[config.mk]
export PLATFORM = sky130hd
export DESIGN_NAME = fetch_align
export DESIGN_NICKNAME = d
export VERILOG_FILES = /design/src/rtl/fetch_align.sv
export SDC_FILE = /design/constraint.sdc
export NUM_CORES = 1
export LEC_CHECK = 0
export BUFFER_PORTS_ARGS = -buffer_cell sky130_fd_sc_hd__buf_4
export CAP_MARGIN = 20
export CORE_ASPECT_RATIO = 1.1
export CORE_MARGIN = 4
export CORE_UTILIZATION = 35
export DETAILED_ROUTE_END_ITERATION = 6
export RECOVER_POWER = 25
export SETUP_SLACK_MARGIN = 0.02
export SYNTH_ARGS = -nofsm -noshare
export SYNTH_HDL_FRONTEND = slang
export SYNTH_SLANG_ARGS = --single-unit
[constraint.sdc]
create_clock -name i_clk -period 1.8 [get_ports i_clk]
set_input_delay 0.09 -clock i_clk [delete_from_list [all_inputs] [get_ports i_clk]]
set_output_delay 0.09 -clock i_clk [all_outputs]
set_load 0.05 [all_outputs]
[src/rtl/fetch_align.sv]
`timescale 1ns/1ps
`default_nettype none
// ============================================================================
//  Module      : fetch_align
//  Description : Instruction fetch and alignment stage. Fetches 32-bit words
//                from instruction memory (at most one request in flight). It
//                buffers up to three 16-bit parcels and presents one aligned
//                instruction with its PC per downstream handshake.
//                Redirects flush the parcel buffer and restart fetch. A
//                response that was already in flight is dropped.
//  Config      : FETCH_RVC_EN defined   -> compressed (16-bit) instructions
//                                          and halfword-aligned targets.
//                FETCH_RVC_EN undefined -> 32-bit instructions only. Targets
//                                          are word aligned.
//  Ports       : i_clk, i_reset (async, active low)
//                i_redirect, i_redirect_pc          - fetch restart
//                o_imem_req, o_imem_addr, i_imem_ready,
//                i_imem_rvalid, i_imem_rdata        - instruction memory
//                o_valid, i_ready, o_instr, o_pc,
//                o_is_compressed                    - decode side
//  Revision    : 1.0 - initial release
// ============================================================================
module fetch_align #(
    parameter logic [31:0] RESET_PC = 32'h0000_0000
) (
    input  logic        i_clk,
    input  logic        i_reset,
    input  logic        i_redirect,
    input  logic [31:0] i_redirect_pc,
    output logic        o_imem_req,
    output logic [31:0] o_imem_addr,
    input  logic        i_imem_ready,
    input  logic        i_imem_rvalid,
    input  logic [31:0] i_imem_rdata,
    output logic        o_valid,
    input  logic        i_ready,
    output logic [31:0] o_instr,
    output logic [31:0] o_pc,
    output logic        o_is_compressed
);

`ifdef FETCH_RVC_EN
    localparam logic RVC_EN = 1'b1;
`else
    localparam logic RVC_EN = 1'b0;
`endif

    localparam logic [31:0] RESET_FETCH  = {RESET_PC[31:2], 2'b00};
    localparam logic [31:0] RESET_BUF_PC = RVC_EN ? {RESET_PC[31:1], 1'b0} : RESET_FETCH;
    localparam logic        RESET_SKIP   = RVC_EN & RESET_PC[1];

    // Parcel buffer: entry 0 is the oldest halfword.
    logic [2:0][15:0] buf_q, buf_d;
    logic [1:0]       cnt_q, cnt_d;
    logic [31:0]      buf_pc_q, buf_pc_d;
    logic [31:0]      fetch_addr_q, fetch_addr_d;
    logic             outstanding_q, outstanding_d;
    logic             discard_q, discard_d;
    logic             skip_low_q, skip_low_d;
    // Holds off the first request until the cycle after reset release.
    logic             run_q, run_d;

    logic             is32;
    logic             valid;
    logic             fire;
    logic             req;
    logic             accept;
    logic             resp;
    logic [2:0][15:0] shifted;
    logic [1:0]       fill;
    logic [15:0]      first_hw;
    logic             unused_redirect_bits;

    // Bit 0 of the target is never used. Bit 1 is unused without compressed
    // support.
    assign unused_redirect_bits = &{1'b0, i_redirect_pc[1:0]};

    // Decode uses registered state only.
    assign is32   = !RVC_EN || (buf_q[0][1:0] == 2'b11);
    assign valid  = is32 ? (cnt_q >= 2'd2) : (cnt_q >= 2'd1);
    assign fire   = valid & i_ready;
    assign req    = run_q & ~outstanding_q & (cnt_q <= 2'd1) & ~i_redirect;
    assign accept = req & i_imem_ready;
    // A response without an outstanding request (stray after reset) is ignored.
    assign resp   = i_imem_rvalid & outstanding_q;

    assign o_imem_req      = req;
    assign o_imem_addr     = fetch_addr_q;
    assign o_valid         = valid;
    assign o_pc            = buf_pc_q;
    assign o_is_compressed = valid & ~is32;
    assign o_instr         = !valid ? 32'h0 : (is32 ? {buf_q[1], buf_q[0]} : {16'h0, buf_q[0]});

    always_comb begin
        buf_d         = buf_q;
        cnt_d         = cnt_q;
        buf_pc_d      = buf_pc_q;
        fetch_addr_d  = fetch_addr_q;
        outstanding_d = outstanding_q;
        discard_d     = discard_q;
        skip_low_d    = skip_low_q;
        run_d         = 1'b1;
        shifted       = buf_q;
        fill          = cnt_q;
        first_hw      = skip_low_q ? i_imem_rdata[31:16] : i_imem_rdata[15:0];

        // Consume first, so a same-cycle response sees the freed slots.
        if (fire) begin
            if (is32) begin
                shifted  = {16'h0, 16'h0, buf_q[2]};
                fill     = cnt_q - 2'd2;
                buf_pc_d = buf_pc_q + 32'd4;
            end else begin
                shifted  = {16'h0, buf_q[2], buf_q[1]};
                fill     = cnt_q - 2'd1;
                buf_pc_d = buf_pc_q + 32'd2;
            end
        end
        buf_d = shifted;

        if (accept) begin
            outstanding_d = 1'b1;
            fetch_addr_d  = fetch_addr_q + 32'd4;
        end

        if (resp) begin
            outstanding_d = 1'b0;
            if (discard_q) begin
                discard_d = 1'b0;
            end else begin
                // Requests are only issued with count <= 1, so the appended
                // parcels always fit in the three slots.
                for (int i = 0; i < 3; i++) begin
                    if (2'(i) == fill)
                        buf_d[i] = first_hw;
                    if (!skip_low_q && (2'(i) == fill + 2'd1))
                        buf_d[i] = i_imem_rdata[31:16];
                end
                cnt_d      = skip_low_q ? fill + 2'd1 : fill + 2'd2;
                skip_low_d = 1'b0;
            end
        end else begin
            cnt_d = fill;
        end

        // The redirect overrides everything above. Any request still in
        // flight after this cycle must have its data dropped.
        if (i_redirect) begin
            cnt_d        = 2'd0;
            buf_pc_d     = RVC_EN ? {i_redirect_pc[31:1], 1'b0} : {i_redirect_pc[31:2], 2'b00};
            fetch_addr_d = {i_redirect_pc[31:2], 2'b00};
            skip_low_d   = RVC_EN & i_redirect_pc[1];
            discard_d    = outstanding_d;
        end
    end

    always_ff @(posedge i_clk or negedge i_reset) begin
        if (!i_reset) begin
            buf_q         <= '0;
            cnt_q         <= 2'd0;
            buf_pc_q      <= RESET_BUF_PC;
            fetch_addr_q  <= RESET_FETCH;
            outstanding_q <= 1'b0;
            discard_q     <= 1'b0;
            skip_low_q    <= RESET_SKIP;
            run_q         <= 1'b0;
        end else begin
            buf_q         <= buf_d;
            cnt_q         <= cnt_d;
            buf_pc_q      <= buf_pc_d;
            fetch_addr_q  <= fetch_addr_d;
            outstanding_q <= outstanding_d;
            discard_q     <= discard_d;
            skip_low_q    <= skip_low_d;
            run_q         <= run_d;
        end
    end

endmodule
`default_nettype wire
==> metrics, run 1 <==
status=completed; Placeable Area=0.0163 mm2; total grt overflow=0; Placed Instance Area=0.00754 mm2; Slew Limit Headroom=34.4%; PD cells=834 mW/mm2; ANT nets after route=0; Primary FF master, synth=dfrtp_1; Crit path required time=2.02 ns; final worst path period share=95.0%; cell with the most instances after synthesis=nand2_1; share of layout cells above drive strength 1=31.5%; vias=5629; slowest stage delay, CP=0.39 ns; worst-skew pair later-pin latency=0.36 ns; first-pass GRT wire length=29300 um; CTS Buf Count=9; number of antenna violations at the first check in global routing=0; Worst Skew=0.00948 ns; startpoint types=flip-flop; gpl congestion=0.885; Yosys top cell area share=48.2%; Cells after Synth=651; CP endpoint kind=flip-flop; IO buf count=161; CP Cell Sequence=ha_4, nand4_1, nor4_4, buf_4, nand4_1, xor2_1, o21ai_1; Worst-path clk slew=0.08 ns; worst setup path category=flip-flop to flip-flop; reg2reg path depth=7; hold path depth=3; FF/Latch Area=0.00284 mm2; hold_sp=i_redirect_pc[15]; RSZ-0062 raised after global routing=true; maximum vdd drop=0.000446 V; post-route core utilization=51.1%; Area Growth Syn to Fin=43.3%; min-delay worst type=primary input to flip-flop; Mapped Area=0.00581 mm2; starting density of the core=35.6%; Post-synth top cells=138 x nand2_1, 112 x dfrtp_1, 91 x o21ai_0, 37 x and2_1, 35 x nand3_1; Max Slew Vio Count=0; Tightest Pin Transition=0.984 ns; fin area=0.00833 mm2; sequential share of the synthesized area=48.2%; R2R Setup Slk=0.09 ns; final WL=18700 um; WP data arrival=1.93 ns; Final Hold Viols=0; H-tree depth=3; total power=6.95 mW; Leak=3.69 nW; Crit path max-delay family=simple AND/OR/NAND/NOR gates; vias in the first global route=5583; overall routing resource usage=19.7%; Ys Warns=0; Vias/cell=5.22; max-cap violations=0; cell mode on critical path=nand4_1; placed wire-length estimate=13400 um; Hold EP=o_pc[15]$_DFFE_PN0N_; EDFF count, synth=0; largest cells by area after synthesis=dfrtp_1 48%, nand2_1 8.9%, o21ai_0 7.8%, and2_1 4.0%, xor2_1 3.8%; DRT Pass-1 Iters=5; ANT cells=0; Die X-Extent=131 um; worst r2r src=o_pc[3]$_DFFE_PN0N_; post-route minimum period=1.71 ns; WL per Instance=17.3 um; CP bufs+invs=1; critical path's slowest cell=dfrtp_2; Clock Path Buffers=2; RR Endpoint=o_pc[22]$_DFFE_PN0N_; final net count=942; I/O Pins=169; # DRC=0; die height=143 um; # fillers=1517; clk sinks=112; final setup violation count=0; largest net degree at the start of global routing=65; first-iteration detailed-routing DRC count=273; CP max FO=7; Synth cell types=49; standard-cell rows=49; Die Area=0.0187 mm2; multi-input logic area=0.00291 mm2; largest area contributor in the netlist=dfrtp_1; ys async rst share=100%; post-synthesis register bit count=112; clk root buf=clkbuf_16; mean post-synth cell area=8.93 um2; CTS tree=built; fmax=0.585 GHz
flip-flops by register name, summed over array words and instances (netlist names):
register / count
o_imem_addr: 30
o_pc: 30
outstanding_q: 1
run_q: 1
discard_q: 1
cnt_q: 1
buf_q: 48
power by group:
part           internal (mW)  switching [mW]  total, mW
sequential              2.91           0.331       3.24
clock                  0.941           0.973       1.91
combinational          0.664            1.13       1.79
area by class of cell:
| class | count | share of cell area (%) |
|---|---|---|
| inverters | 7 | 0.316 |
| repair buffers | 247 | 24.3 |
| well taps | 204 | 3.07 |
| flip-flops and latches | 112 | 34.1 |
| multi-input cells | 493 | 34.9 |
| clock inverters | 7 | 0.571 |
| clock buffers | 9 | 2.71 |
worst min-delay path, cell delays in order:
cell     delay (ns)
buf_4          0.08
nand2_1        0.09
o21ai_0        0.08
worst max-delay path by stage:
stage | startpoint | end | slack, ns | cells after the start
6_report | o_pc[3]$_DFFE_PN0N_ | o_pc[22]$_DFFE_PN0N_ | 0.09 | 7
5_1_grt | o_pc[3]$_DFFE_PN0N_ | o_pc[22]$_DFFE_PN0N_ | -0.03 | 7
4_1_cts | o_imem_addr[18]$_DFFE_PN0P_ | o_imem_addr[23]$_DFFE_PN0P_ | 0.02 | 6
3_5_place_dp | o_pc[6]$_DFFE_PN0N_ | o_pc[24]$_DFFE_PN0N_ | 0.005 | 6
3_3_place_gp | cnt_q[1]$_DFFE_PN0N_ | o_imem_addr[26]$_DFFE_PN0P_ | 0.06 | 6
2_1_floorplan | cnt_q[1]$_DFFE_PN0N_ | o_imem_addr[15]$_DFFE_PN0P_ | -0.31 | 6
timing repair:
action                                  CTS  global route
hold endpoints to repair                 91             0
hold buffers                             41             0
gates resized for setup                   2            19
endpoints found under the setup margin    6            52
gates cloned                              0             1
pin swaps                                 0             7
setup buffers                             0             5
placed cells by master (no fill, tap or decap), types with 9 or more instances in the layout:
cell type,count
mux2i_1,20
nor2_1,25
nand2_1,136
o311ai_1,10
buf_4,196
and3_1,13
nand3_1,31
and2_1,37
o21ai_0,75
nand4_1,24
dfrtp_1,83
xor2_1,25
clkbuf_16,9
o21ai_1,16
dfrtp_2,29
o211ai_1,11
dlygate4sd3_1,41
cells by family (layout without fill, tap and decap cells):
| logic type | Yosys count | count (layout) | share of synthesized area, % |
|---|---|---|---|
| buffers and inverters | 50 | 270 | 3.92 |
| adders and majority gates | 2 | 2 | 0.431 |
| and+or+nand+nor | 303 | 303 | 26.1 |
| AOI/OAI and AO/OA | 130 | 130 | 12.9 |
| DFF | 112 | 112 | 48.2 |
| muxes | 21 | 21 | 3.64 |
| xor gates and xnor gates | 31 | 31 | 4.67 |
| other | 2 | 6 | 0.129 |
layer usage:
layer  share of wire, %  GRT usage (%)  wire (um)
met1                 41           24.5       7660
met2                 50           34.4       9270
met3                7.7           4.56       1430
met4                1.7           5.36        321
met5                  0              0          0
per-stage QoR:
step                      setup WS, ns  hold WS (ns)  setup TNS, ns  cells
after detailed placement       0.00529        0.0928              0   1016
after floorplan                 -0.309        -0.206          -6.71    655
after CTS                       0.0236       0.00118              0   1073
after global placement          0.0592        0.0793              0   1016
after global routing           -0.0293        0.0207        -0.0623   1079
final                           0.0894       0.00782              0   1079
Power figures use the tool's default switching activity.
==> run 2, diff against run 1 <==
- BUFFER_PORTS_ARGS: -buffer_cell sky130_fd_sc_hd__buf_4 -> unset
- CTS_CLUSTER_DIAMETER: unset -> 40
- DONT_BUFFER_PORTS: unset -> 1
==> run 2 against run 1 <==
- the flow now finishes with violations (hold timing)
- fmax fell by 0.43%
- sequential power fell by 2%
- clock-buffer cell count rose by 3
- design area rose by 0.71%
- highest routed layer unchanged
==> metrics, run 2 (synthesis results as in run 1) <==
first-iteration detailed-routing DRC count=373; standard-cell rows=49; die height=143 um; CP endpoint kind=flip-flop; worst-skew pair later-pin latency=0.35 ns; total grt overflow=0; Top reg by flops=buf_q; fin area=0.00838 mm2; Layout Cells excl Fill=1021; ANT nets after route=0; clk root buf=clkbuf_16; CP max FO=6; worst setup path category=flip-flop to flip-flop; ANT cells=0; vias in the first global route=5741; final WL=19100 um; final net count=884; Final Hold Viols=112; placed wire-length estimate=13500 um; post-route core utilization=51.4%; Worst Skew=0.00590 ns; largest net degree at the start of global routing=113; DRT Pass-1 Iters=5; reg2reg path depth=5; Die Area=0.0187 mm2; overall routing resource usage=20.5%; Worst-path clk slew=0.08 ns; Tightest Pin Transition=0.613 ns; Leak=3.49 nW; maximum vdd drop=0.000592 V; R2R Setup Slk=0.08 ns; commonest non-fill, non-tap cell in the layout=nand2_1; Area Growth Syn to Fin=44.3%; Max Slew Vio Count=0; RR Endpoint=o_imem_addr[15]$_DFFE_PN0P_; final worst path period share=95.4%; Placed Instance Area=0.00730 mm2; PnR worst setup slack=0.0820 ns; Placeable Area=0.0163 mm2; share of layout cells above drive strength 1=23.1%; starting density of the core=35.6%; clk sinks=112; H-tree depth=3; max-cap violations=0; placed instance count=933; RSZ-0062 raised after global routing=true; Worst Hold Slack=-0.575 ns; fmax=0.582 GHz; post-route minimum period=1.72 ns; # DRC=0; CTS Buf Count=9; gpl congestion=0.895; WL per Instance=18.8 um; PD cells=835 mW/mm2; CTS tree=built; Vias/cell=5.43; startpoint types=flip-flop; failing checks=hold timing; min-delay worst type=primary input to asynchronous set/reset pin; number of antenna violations at the first check in global routing=0; vias=5540; Crit path required time=2.09 ns; WP data arrival=2.01 ns; Die X-Extent=131 um; worst r2r src=cnt_q[1]$_DFFE_PN0N_; Clock Path Buffers=2; final setup violation count=0; I/O Pins=169; status=finished, violations left; max reg flops=48; most frequent cells in the layout=136 x nand2_1, 84 x dfrtp_1, 83 x buf_4; Slew Limit Headroom=59.0%; first-pass GRT wire length=30300 um; DP Worst Slack=-0.0172 ns; IO buf count=0
run 2: repair_timing:
| action | 4_1_cts | 5_1_grt |
|---|---|---|
| setup buffers | 1 | 4 |
| setup endpoints to repair | 18 | 51 |
| resized for setup | 3 | 14 |
| pin swaps | 2 | 4 |
| hold endpoints to repair | 221 | 113 |
| hold buffers | 66 | 1 |
run 2: worst max-delay path: stages (launching register included):
cell and delay (ns):
dfrtp_2 0.46, nor4b_4 0.29, and2_4 0.24, nand3_4 0.10, or4_1 0.48, nand3_1 0.08
run 2: metal layers:
metal,up-vias,share of wire (%),global-route usage (%)
li1,2580,-,-
met1,2691,37,23.7
met2,235,50,35.6
met3,34,10,7.56
met4,0,2.5,5.58
met5,-,0,0
run 2: worst max path at each step:
stage	slack [ns]	end	from
final	0.08	o_imem_addr[15]$_DFFE_PN0P_	cnt_q[1]$_DFFE_PN0N_
after CTS	0.03	o_pc[20]$_DFFE_PN0N_	o_pc[2]$_DFFE_PN0N_
after global placement	0.05	o_imem_addr[26]$_DFFE_PN0P_	cnt_q[1]$_DFFE_PN0N_
after detailed placement	-0.02	o_imem_addr[6]$_DFFE_PN0P_	cnt_q[1]$_DFFE_PN0N_
after global routing	-0.03	o_pc[12]$_DFFE_PN0N_	o_pc[2]$_DFFE_PN0N_
after floorplan	-0.31	o_imem_addr[15]$_DFFE_PN0P_	cnt_q[1]$_DFFE_PN0N_
run 2: per-stage QoR:
stage | setup TNS (ns) | total power, mW
after floorplan | -6.71 | 4.28
after global placement | 0 | 4.72
after detailed placement | -0.0467 | 4.80
after CTS | 0 | 7.03
after global routing | -0.0443 | 7.36
final | 0 | 7.00
run 2: area by class of cell:
| class | instances | area (um2) |
|---|---|---|
| repair buffers | 189 | 2070 |
| flip-flops and latches | 112 | 2840 |
| well taps | 204 | 255 |
| inverters | 7 | 26.3 |
| clock buffers | 12 | 246 |
| multi-input cells | 493 | 2900 |
| fillers | 1456 | 7920 |
| clock inverters | 4 | 53.8 |
run 2: power by group:
part	leakage, nW	internal (mW)	switching (mW)
registers	1.37	2.91	0.287
clock network	0.139	1.12	0.952
logic	1.97	0.610	1.13
